$ cat config.mk
export PLATFORM = sky130hd
export DESIGN_NAME = masked_aes_stream_io
export DESIGN_NICKNAME = d
export VERILOG_FILES = /design/src/rtl/masked_aes_pkg.sv /design/src/rtl/masked_lane_refresh.sv /design/src/rtl/masked_aes_stream_io.sv
export SDC_FILE = /design/constraint.sdc
export NUM_CORES = 1
export LEC_CHECK = 0
export CORE_AREA = 2 2 329 331
export CTS_CLUSTER_SIZE = 30
export DETAILED_ROUTE_END_ITERATION = 12
export DIE_AREA = 0 0 331 333
export PLACE_DENSITY = 0.56
export RECOVER_POWER = 100
export SETUP_SLACK_MARGIN = 0.05
export SLEW_MARGIN = 20
export SYNTH_ARGS = -nofsm -noshare
export SYNTH_HDL_FRONTEND = slang
export SYNTH_HIERARCHICAL = 1
export SYNTH_SLANG_ARGS = --single-unit
$ cat constraint.sdc
create_clock -name clk -period 4.5 [get_ports clk]
set_input_delay 0.45 -clock clk [delete_from_list [all_inputs] [get_ports clk]]
set_output_delay 0.45 -clock clk [all_outputs]
set_load 0.01 [all_outputs]
$ cat src/rtl/masked_aes_pkg.sv
// masked_aes_pkg: shared FSM states, slice offsets and default block width for the masked AES stream I/O.
package masked_aes_pkg;
  localparam int BLOCK_W_DEF = 128;
  typedef enum logic [1:0] {LOAD, START, WAIT, UNLOAD} state_e;
  function automatic int share_lsb(input int share, input int w);
    return share * w;
  endfunction
  // Beat 0 lands in the most-significant lane of a share.
  function automatic int lane_lsb(input int beat, input int beats, input int lane_w);
    return (beats - 1 - beat) * lane_w;
  endfunction
endpackage

$ cat src/rtl/masked_lane_refresh.sv
// masked_lane_refresh: remasks one SHARES*LANE_W lane with fresh randomness; passes through when EN=0.
module masked_lane_refresh import masked_aes_pkg::*; #(
  parameter int SHARES = 2,
  parameter int LANE_W = 8,
  parameter bit EN     = 1'b1
) (
  input  logic [SHARES*LANE_W-1:0]     lane_i,
  input  logic [(SHARES-1)*LANE_W-1:0] rnd_i,
  output logic [SHARES*LANE_W-1:0]     lane_o
);
  logic [SHARES*LANE_W-1:0] fresh;
  logic [LANE_W-1:0]        acc;
  // Share 0 absorbs every r_j so the XOR of all shares is unchanged.
  always_comb begin
    fresh = lane_i;
    acc   = '0;
    for (int j = 1; j < SHARES; j++) begin
      fresh[share_lsb(j, LANE_W) +: LANE_W] = lane_i[share_lsb(j, LANE_W) +: LANE_W] ^ rnd_i[share_lsb(j - 1, LANE_W) +: LANE_W];
      acc = acc ^ rnd_i[share_lsb(j - 1, LANE_W) +: LANE_W];
    end
    fresh[LANE_W-1:0] = lane_i[LANE_W-1:0] ^ acc;
  end
  assign lane_o = EN ? fresh : lane_i;
endmodule

$ cat src/rtl/masked_aes_stream_io.sv
// masked_aes_stream_io: loads shared pt/key lanes, starts the masked AES core and streams the shared result out.
// Define MASKED_IO_REMASK_EN to refresh every accepted lane with rnd_in before storage.
module masked_aes_stream_io import masked_aes_pkg::*; #(
  parameter  int SHARES  = 2,
  parameter  int LANE_W  = 8,
  parameter  int BLOCK_W = BLOCK_W_DEF,
  localparam int BEATS   = BLOCK_W / LANE_W,
  localparam int CNT_W   = $clog2(BEATS)
) (
  input  logic                           clk,
  input  logic                           reset,
  input  logic                           in_valid,
  output logic                           in_ready,
  input  logic [SHARES*LANE_W-1:0]       in_pt,
  input  logic [SHARES*LANE_W-1:0]       in_key,
  input  logic [2*(SHARES-1)*LANE_W-1:0] rnd_in,
  output logic                           core_go,
  output logic [SHARES*BLOCK_W-1:0]      core_pt,
  output logic [SHARES*BLOCK_W-1:0]      core_key,
  input  logic [SHARES*BLOCK_W-1:0]      core_out,
  input  logic                           core_done,
  output logic                           out_valid,
  input  logic                           out_ready,
  output logic [SHARES*LANE_W-1:0]       out_data,
  output logic                           out_last,
  output logic                           busy
);
`ifdef MASKED_IO_REMASK_EN
  localparam bit REMASK_EN = 1'b1;
`else
  localparam bit REMASK_EN = 1'b0;
`endif
  localparam int RW = (SHARES - 1) * LANE_W;
  logic [SHARES*LANE_W-1:0]  pt_lane, key_lane;
  state_e                    state_q, state_d;
  logic [CNT_W-1:0]          cnt_q, cnt_d;
  logic [SHARES*BLOCK_W-1:0] pt_q, pt_d, key_q, key_d, out_q, out_d;
  logic                      last;
  masked_lane_refresh #(.SHARES(SHARES), .LANE_W(LANE_W), .EN(REMASK_EN)) u_pt_refresh (
    .lane_i(in_pt), .rnd_i(rnd_in[RW-1:0]), .lane_o(pt_lane)
  );
  masked_lane_refresh #(.SHARES(SHARES), .LANE_W(LANE_W), .EN(REMASK_EN)) u_key_refresh (
    .lane_i(in_key), .rnd_i(rnd_in[2*RW-1:RW]), .lane_o(key_lane)
  );
  assign last = cnt_q == CNT_W'(BEATS - 1);
  always_comb begin
    state_d = state_q;
    cnt_d   = cnt_q;
    pt_d    = pt_q;
    key_d   = key_q;
    out_d   = out_q;
    case (state_q)
      LOAD: if (in_valid) begin
        for (int s = 0; s < SHARES; s++) begin
          pt_d[share_lsb(s, BLOCK_W) + lane_lsb(int'(cnt_q), BEATS, LANE_W) +: LANE_W]  = pt_lane[share_lsb(s, LANE_W) +: LANE_W];
          key_d[share_lsb(s, BLOCK_W) + lane_lsb(int'(cnt_q), BEATS, LANE_W) +: LANE_W] = key_lane[share_lsb(s, LANE_W) +: LANE_W];
        end
        cnt_d   = last ? '0 : cnt_q + 1'b1;
        state_d = last ? START : LOAD;
      end
      START: state_d = WAIT;
      WAIT: if (core_done) begin
        out_d   = core_out;
        state_d = UNLOAD;
      end
      UNLOAD: if (out_ready) begin
        cnt_d   = last ? '0 : cnt_q + 1'b1;
        state_d = last ? LOAD : UNLOAD;
      end
      default: state_d = LOAD;
    endcase
  end
  always_ff @(posedge clk or negedge reset) begin
    if (!reset) begin
      state_q <= LOAD;
      cnt_q   <= '0;
      pt_q    <= '0;
      key_q   <= '0;
      out_q   <= '0;
    end else begin
      state_q <= state_d;
      cnt_q   <= cnt_d;
      pt_q    <= pt_d;
      key_q   <= key_d;
      out_q   <= out_d;
    end
  end
  always_comb begin
    out_data = '0;
    for (int s = 0; s < SHARES; s++)
      out_data[share_lsb(s, LANE_W) +: LANE_W] = out_q[share_lsb(s, BLOCK_W) + lane_lsb(int'(cnt_q), BEATS, LANE_W) +: LANE_W];
  end
  assign in_ready  = state_q == LOAD;
  assign core_go   = state_q == START;
  assign out_valid = state_q == UNLOAD;
  assign out_last  = out_valid && last;
  assign busy      = !in_ready;
  assign core_pt   = pt_q;
  assign core_key  = key_q;
endmodule

# Word level (Yosys, flattened, before mapping)
# Cells that the tools add are included.
# op_classes
muxes,14
n_bitwise,0
n_div,0
n_reduce_logical,8
multipliers,0
n_shift,8
magnitude_cmp,0
addsub,5
n_eq_ne,7
# ops
operator,n
bitwise mux 256 bit,4
indexed part select 8 x 33 -> 256 bit,4
variable shift 8 x 33 -> 256 bit (first input constant),2
indexed part select 256 x 10 -> 8 bit,1
indexed part select 256 x 8 -> 8 bit,1
negator 10 -> 33 bit,1
negator 8 -> 33 bit,1
two-way mux 4 bit,3
adder 9 x 8 -> 10 bit (first input constant),1
two-way mux 2 bit,4
case mux 2 bit (4 select lines),1
case mux 4 bit (2 select lines),1
AND reduction 3 bit,2
subtractor 4 x 4 -> 5 bit (first input constant),1
adder 4 x 1 -> 4 bit (second input constant),1
== test 2 bit (second input constant),2
== test 4 bit (second input constant),1
!= test 2 bit (second input constant),2
AND reduction 2 bit,2
== test 2 x 1 -> 1 bit (second input constant),1
logical NOT 2 bit,1
!= test 2 x 1 -> 1 bit (second input constant),1
nonzero test 2 bit,1
logical AND 1 bit,1
other kinds (2),2
# totals
latchBits,0
mem_count,0
mem_bits_ro,0
output_inout_bits,533
register_bits,774
mem_bits_rw,0

# Longest topological paths before layout
# Gate-level depths: netlist of run 1.
# depth
ltp_word,5
mapped_depth,16
mapped_depth_nobuf,7

# Modules after synthesis
# Netlist of run 1, hierarchy kept.
# by_module_without_submodules
module,area_per_inst_um2,cells_each,n_inst,seq_area_each_um2
masked_aes_stream_io,34719.5,2929,1,19368.6
masked_lane_refresh,120.1,16,2,0.0

# Least setup slack after synthesis of run 1
# OpenSTA, ideal clock, no wires.
# synth_path
path_kind,flip-flop to flip-flop
start,reg cnt_q[0]
end,"reg key_q[135], in the netlist core_key[135]"
path_stages_with_launch,15
period_less_slack_ns,3.872
setup_ns,0.126
required_time_ns,4.374
n_path_buf,7
path_slack_ns,0.628
t_arrival_ns,3.746
cell_sequence,dfrtp_1 -> buf_2 -> buf_2 -> buf_2 -> buf_2 -> buf_2 -> inv_1 -> nor3_1 -> ha_1 -> buf_2 -> nand4bb_1 -> a211oi_2 -> o21ai_1 -> clkbuf_1 -> a221o_1
# synth_via
elab_chain_len,5
elab_cells_between_ends,10
# synth_lines
item,line,source
start: declaration,masked_aes_stream_io.sv:36,"logic [CNT_W-1:0] cnt_q, cnt_d;"
start signal: assignment,masked_aes_stream_io.sv:82,cnt_q <= cnt_d;
subtractor 4 x 4 -> 5 bit (*),masked_aes_pkg.sv:10,return (beats - 1 - beat) * lane_w;
adder 9 x 8 -> 10 bit / negator 8 -> 33 bit (equally long branches),masked_aes_stream_io.sv:56,"key_d[share_lsb(s, BLOCK_W) + lane_lsb(int'(cnt_q), BEATS, LANE_W) +: LANE_W] = key_lane[share_lsb(s, LANE_W) ..."
negator 10 -> 33 bit (tied with other cells),masked_aes_stream_io.sv:56,
indexed part select 8 x 33 -> 256 bit (tied with other cells),masked_aes_stream_io.sv:56,
bitwise mux 256 bit (*),masked_aes_stream_io.sv:56,
end signal: assignment,masked_aes_stream_io.sv:84,key_q <= key_d;
end: declaration,masked_aes_stream_io.sv:37,"logic [SHARES*BLOCK_W-1:0] pt_q, pt_d, key_q, key_d, out_q, out_d;"
# Mark *: on every way between the ends. The rest lies on a longest branch, timed or not.
# A chain may end at the register's enable or synchronous reset.

# Final worst setup path of run 1
# layout_path
start,reg cnt_q[0]
end,"reg key_q[26], in the netlist core_key[26]"
# Same word-level chain as after synthesis.

==> metrics, run 1 <==
outcome finished with violations; failing checks capacitance limit, slew limit; setup violators final 0; Worst Tran Pin Value 2.73 ns; total negative slack 0 ns; FF+latch area 19400 um2; LEAKAGE 22.2 nW; CTS tree yes; Yosys cell types 71; die height 333 um; Initial Util 32.8%; Cell Area, Synth 35000 um2; max_cap viols 9; Max H-tree Level 3; Cell Pwr Density 518 nW/um2; most used cell, CP clkbuf_2; share of layout cells above drive strength 1 17.6%; Die Area 110000 um2; area leader, netlist dfrtp_1; Placeable Area 107000 um2; Synth Register Bits 774; CTS resizes 0; Synth top area share 55.4%; largest net degree at the start of global routing 103; DR DRC count 0; fin. max-slew vios 384; Top FF cell, synth dfrtp_1; Clock Pin Slew Worst Setup and Hold Paths 0.06 ns; Final Util 44.7%; Synth warnings 6; sequential element share of the synthesized area 55.4%; relative slew slack -81.8%; WS Path Type reg -> reg; min Tclk post-route 4.32 ns; Die W 331 um; drt wl/cell 30.6 um; Detailed Routing Iterations Pass 1 5; CP Launch Type register; RD Place Congestion 0.893; crit path max fanout 45; total I/O pin count 842; Hold WC Path Type in -> reg; leading post-synthesis cells by cell area dfrtp_1 55%, mux2_2 10%, mux4_2 4.1%; final wirelength 159000 um; average cell area after synthesis 11.8 um2; GRT Total Usage 28.1%; leading cell types in the layout, fill and taps excluded 772 x dfrtp_1, 525 x dlygate4sd3_1, 309 x mux2_2; skew final 0.0269 ns; CP cell instances ha_1 > ha_1 > clkbuf_2 > nand3b_1 > nor3_1 > clkbuf_2 > nor2b_1 > clkbuf_2 > a221o_1; main combinational cell family by area after synthesis compound AO/OA/AOI/OAI gates; ys async rst share 100%; multi-input gate area in the final layout 14000 um2; Final ANT Viol Nets 0; commonest non-fill, non-tap cell in the layout dfrtp_1; number of DRC markers in iteration 0 2605; Post-Synth Simple-Gate Area 10.1%; fmax 0.232 GHz; setup repair after global routing missed its margin false; initial antenna violation count 10; Final Hold Vio Count 0; Syn Nets 3277; Post-Synth XOR/XNOR Area 0%; clk sinks 774; EDFF count, synth 0; Compound-Gate Fraction of Synth Area 15.3%; CTS Buf Count 90; number of buffers added for setup after CTS 0; Final #Nets 4021; routed vias 29037; slowest stage delay, CP 0.64 ns; mux contribution to synthesized area 14.4%; clock latency on the worst-skew pair 0.69 ns; cells after synthesis 2961; standard-cell rows 120; peak supply drop 0.000354 V; grt ovf 0; vias in the first global route 29021; first-pass GRT wire length 221000 um; Post-Synth Adder-Cell Area 0.251%; Worst Path Arrival 4.86 ns; fin crit share 95.9%; Critical Path End Type register; clock root cell clkbuf_16; area delta synth->final 36.4%; port bufs 825; CTS max path bufs 3; Vias/cell 5.60; Layout fillers 10133; DP HPWL 115000 um; critical path's slowest cell nand3b_1; Req. time, crit path 5.04 ns
## sequential cells by signal, summed over array words and instances, names as in the netlist
| name | cells |
|---|---|
| core_key | 256 |
| core_pt | 256 |
| out_q | 256 |
| cnt_q | 4 |
| state_q | 2 |
## routing by layer
layer | vias to the layer above | share of wire (%) | track usage [%]
li1 | 12533 | - | -
met1 | 14824 | 39 | 34.4
met2 | 1384 | 48 | 46.0
met3 | 286 | 9.4 | 9.13
met4 | 10 | 4.1 | 10.4
met5 | - | 0.044 | 0
## critical path: cells and delay by family, from the launching register on
kind            cells  cell delay (ns)
compound gates      1             0.43
fa+ha+maj           2             0.65
buf+inv             3             1.39
flops               1             0.63
simple gates        3             1.05
## synth_stat cells (32+ instances only)
cell / number
a21o_1: 82
a221o_1: 102
a22o_1: 78
a32oi_1: 83
and3_1: 33
buf_2: 38
buf_4: 32
clkbuf_1: 208
dfrtp_1: 774
inv_1: 56
mux2_2: 309
mux4_2: 64
nand2_1: 278
nand3_1: 58
nand4_1: 47
nor2_1: 134
nor3_1: 80
o21ai_0: 141
o22ai_1: 32
o31ai_1: 44
## per-stage QoR
stage          hold slack (ns)  power [mW]  instance area, um2  cells  setup slack (ns)
2_1_floorplan            0.154        13.6               35000   2961             0.628
3_3_place_gp             0.454        17.2               44800   5014             0.681
3_5_place_dp             0.461        17.3               44800   5015             0.633
4_1_cts                  0.320        25.0               47900   5182             0.222
5_1_grt                  0.341        25.8               47700   5182            0.0730
6_report                 0.378        24.7               47700   5188             0.183
## final cells by class
| cell class | instances | area share, % |
|---|---|---|
| repair buffers | 962 | 19.3 |
| clock inverters | 31 | 0.908 |
| inverters | 56 | 0.441 |
| clock buffers | 135 | 5.57 |
| well taps | 1403 | 3.68 |
| flip-flops and latches | 774 | 40.6 |
| diodes | 6 | 0.0315 |
| multi-input cells | 1821 | 29.4 |
## final timing paths
path                          startpoint           end  slack (ns)  cells past startpoint
setup / recovery                cnt_q[0]  core_key[26]        0.18                      9
hold reg to reg             core_pt[241]  core_pt[241]        0.47                      1
min in group asynchronous          reset  core_key[38]        1.07                      2
hold / removal             core_out[184]    out_q[184]        0.38                      2
setup reg to reg                cnt_q[0]  core_key[26]        0.18                      9
max in group asynchronous          reset      cnt_q[0]        0.69                      3
## report_power, final
part	internal, mW	total, mW	switching [mW]
logic	3.28	8.15	4.87
clock network	4.60	7.71	3.11
registers	8.17	8.86	0.690
total	16.0	24.7	8.67
## timing repair
item                       in CTS  in global routing
hold buffers                    1                  0
hold endpoints to repair       70                  0
setup endpoints to repair       0                  0
## cell families (layout without fill, tap and decap cells)
| logic type | Yosys count | count (layout) |
|---|---|---|
| flops | 774 | 774 |
| simple gates | 742 | 742 |
| compound gates | 688 | 688 |
| mux | 384 | 384 |
| buf+inv | 366 | 1184 |
| fa+ha+maj | 7 | 7 |
| other cells | 0 | 6 |
(Power assumes the default switching activity.)
==> run 2, diff against run 1 <==
--- a/config.mk
+++ b/config.mk
@@ -12,7 +12,7 @@
 export PLACE_DENSITY = 0.56
 export RECOVER_POWER = 100
 export SETUP_SLACK_MARGIN = 0.05
-export SLEW_MARGIN = 20
+export SLEW_MARGIN = 30
 export SYNTH_ARGS = -nofsm -noshare
 export SYNTH_HDL_FRONTEND = slang
 export SYNTH_HIERARCHICAL = 1
==> run 2 against run 1 <==
Effect of this change: the flow still finishes with violations (capacitance limit, slew limit); flip-flop and latch count unchanged; largest power group unchanged; highest routed layer unchanged; via count about the same; clock-buffer cell count decreased by 4; power decreased by 0.89%; critical path depth unchanged.
==> metrics, run 2 (synthesis gave the netlist of run 1 again) <==
post-placement cell area 44900 um2 (about the same); outcome finished with violations; CTS Buf Count 90 (unchanged); fin. max-slew vios 398 (+3.6%); slowest stage delay, CP 1.34 ns (+0.70 ns); RD Place Congestion 0.893 (unchanged); Final Util 44.6% (-0.096 points); Final ANT Viol Nets 0 (unchanged); fmax 0.233 GHz (+0.47%); largest net degree at the start of global routing 103 (unchanged); initial antenna violation count 16 (+6); Req. time, crit path 5.06 ns (+0.02 ns); area delta synth->final 36.1%; final wirelength 159000 um (about the same); Hold Path Depth 2 (unchanged); skew final 0.0242 ns (-0.00264 ns); Cell Pwr Density 515 nW/um2 (-0.68%); Final Non-Filler Cells 5186 (-0.039%); Die W 331 um (unchanged); number of DRC markers in iteration 0 2609 (+0.15%); Placeable Area 107000 um2 (unchanged); Worst Tran Pin Value 2.73 ns (+0.000924 ns); crit path max fanout 35 (-22%); critical path's slowest cell clkbuf_1; Critical Path Stages 9 (unchanged); Layout fillers 10098 (-0.35%); CTS max path bufs 3 (unchanged); DP HPWL 115000 um (about the same); routed vias 29053 (+0.055%); Worst Path Arrival 4.85 ns (about the same); min Tclk post-route 4.30 ns (-0.0201 ns); Initial Util 32.8% (unchanged); max_cap viols 8 (-1); Hold WC Path Type in -> reg; number of buffers added for setup after CTS 0 (unchanged); LEAKAGE 22.1 nW (-0.21%); Critical Path End Type register; Final Hold Vio Count 0 (unchanged); commonest non-fill, non-tap cell in the layout dfrtp_1; GRT Total Usage 28.1% (about the same); Clock Pin Slew Worst Setup and Hold Paths 0.06 ns (about the same); Top Family by Delay on Critical Path buffers and inverters; grt ovf 0 (unchanged); vias in the first global route 29019 (-0.0069%); failing checks capacitance limit, slew limit; post-route cell area 47600 um2 (-0.22%); clock latency on the worst-skew pair 0.67 ns (-0.02 ns); Detailed Routing Iterations Pass 1 8 (+3); clock root cell clkbuf_16; DR DRC count 0 (unchanged); share of layout cells above drive strength 1 17.7% (+0.093 points); Vias/cell 5.60 (about the same); relative slew slack -81.8% (about the same); CTS tree yes; die height 333 um (unchanged); port bufs 825 (unchanged); Die Area 110000 um2 (unchanged); CP cell instances inv_1 > ha_1 > buf_4 > nor2b_2 > clkbuf_1 > nand3_1 > o22ai_2 > clkbuf_2 > mux2_2; setup violators final 0 (unchanged); CP Launch Type register; total negative slack 0 ns (unchanged); first-pass GRT wire length 221000 um (+0.15%); DP Cell Count 5017 (+0.040%); setup repair after global routing missed its margin false; Power Total 24.5 mW (-0.89%); Final #Nets 4023 (+0.050%); Buf/Inv on CP 4 (+1); leading cell types in the layout, fill and taps excluded 772 x dfrtp_1, 524 x dlygate4sd3_1, 309 x mux2_2; drt wl/cell 30.6 um (+0.12%); clk sinks 774 (unchanged); fin crit share 95.5% (-0.45 points); total I/O pin count 842 (unchanged); peak supply drop 0.000329 V (-7.0%); standard-cell rows 120 (unchanged); FF-to-FF path depth 9 (unchanged); Max H-tree Level 3 (unchanged); WS Path Type reg -> reg
## run 2: cell count changes in the layout (fill, tap and decap cells not counted), moves of 2 or more
cell,before,now
clkbuf_16,93,91
clkbuf_1,42,40
bufinv_16,9,5
inv_6,1,3
and2_0,3,11
and2_1,23,15
o21ai_0,144,142
buf_4,95,93
## run 2: what timing repair did
item / CTS / global route
hold buffers: 1 / 0
setup endpoints to repair: 0 / 0
hold endpoints to repair: 70 / 0
gates resized for setup: 0 / 0
## run 2: where the power goes
group / total [mW] / internal [mW] / switching, mW
Clock: 7.43 / 4.31 / 3.12
Sequential: 8.86 / 8.17 / 0.695
Combinational: 8.21 / 3.30 / 4.90
Total: 24.5 / 15.8 / 8.71
## run 2: per-layer routing
layer	part of all wire [%]	global-route usage, %
met2	47	46.0
met3	9.5	8.76
met1	39	34.4
met4	4.5	10.9
met5	0.064	0
## run 2: worst reg2reg max path: cells and delay by family, from the launching register on
kind	cells	cell delay [ns]
adder cells (fa/ha/maj)	1	0.34
AND/OR/NAND/NOR	2	0.35
AO/OA/AOI/OAI	1	0.19
flip-flops	1	0.65
multiplexers	1	0.42
buffers and inverters	4	2.22
## run 2: cell type report
class	count	area [um2]	area share [%]
flip-flops and latches	774	19400	40.7
multi-input cells	1821	14000	29.5
repair buffers	964	9240	19.4
clock buffers	131	2610	5.48
well taps	1403	1760	3.69
clock inverters	30	339	0.713
inverters	56	210	0.442
diodes	7	17.5	0.0368
## run 2: final timing paths
path	startpoint	to	slack (ns)
max	cnt_q[0]	core_key[35]	0.20
min	core_out[162]	out_q[162]	0.38
max reg2reg	cnt_q[0]	core_key[35]	0.20
min reg2reg	core_pt[241]	core_pt[241]	0.47
max in group asynchronous	reset	cnt_q[0]	0.68
min in group asynchronous	reset	core_key[38]	1.07
## run 2: through the flow
stage	setup WS [ns]	hold slack [ns]
2_1_floorplan	0.628	0.154
3_3_place_gp	0.681	0.454
3_5_place_dp	0.858	0.462
4_1_cts	0.231	0.324
5_1_grt	0.0806	0.351
6_report	0.203	0.379
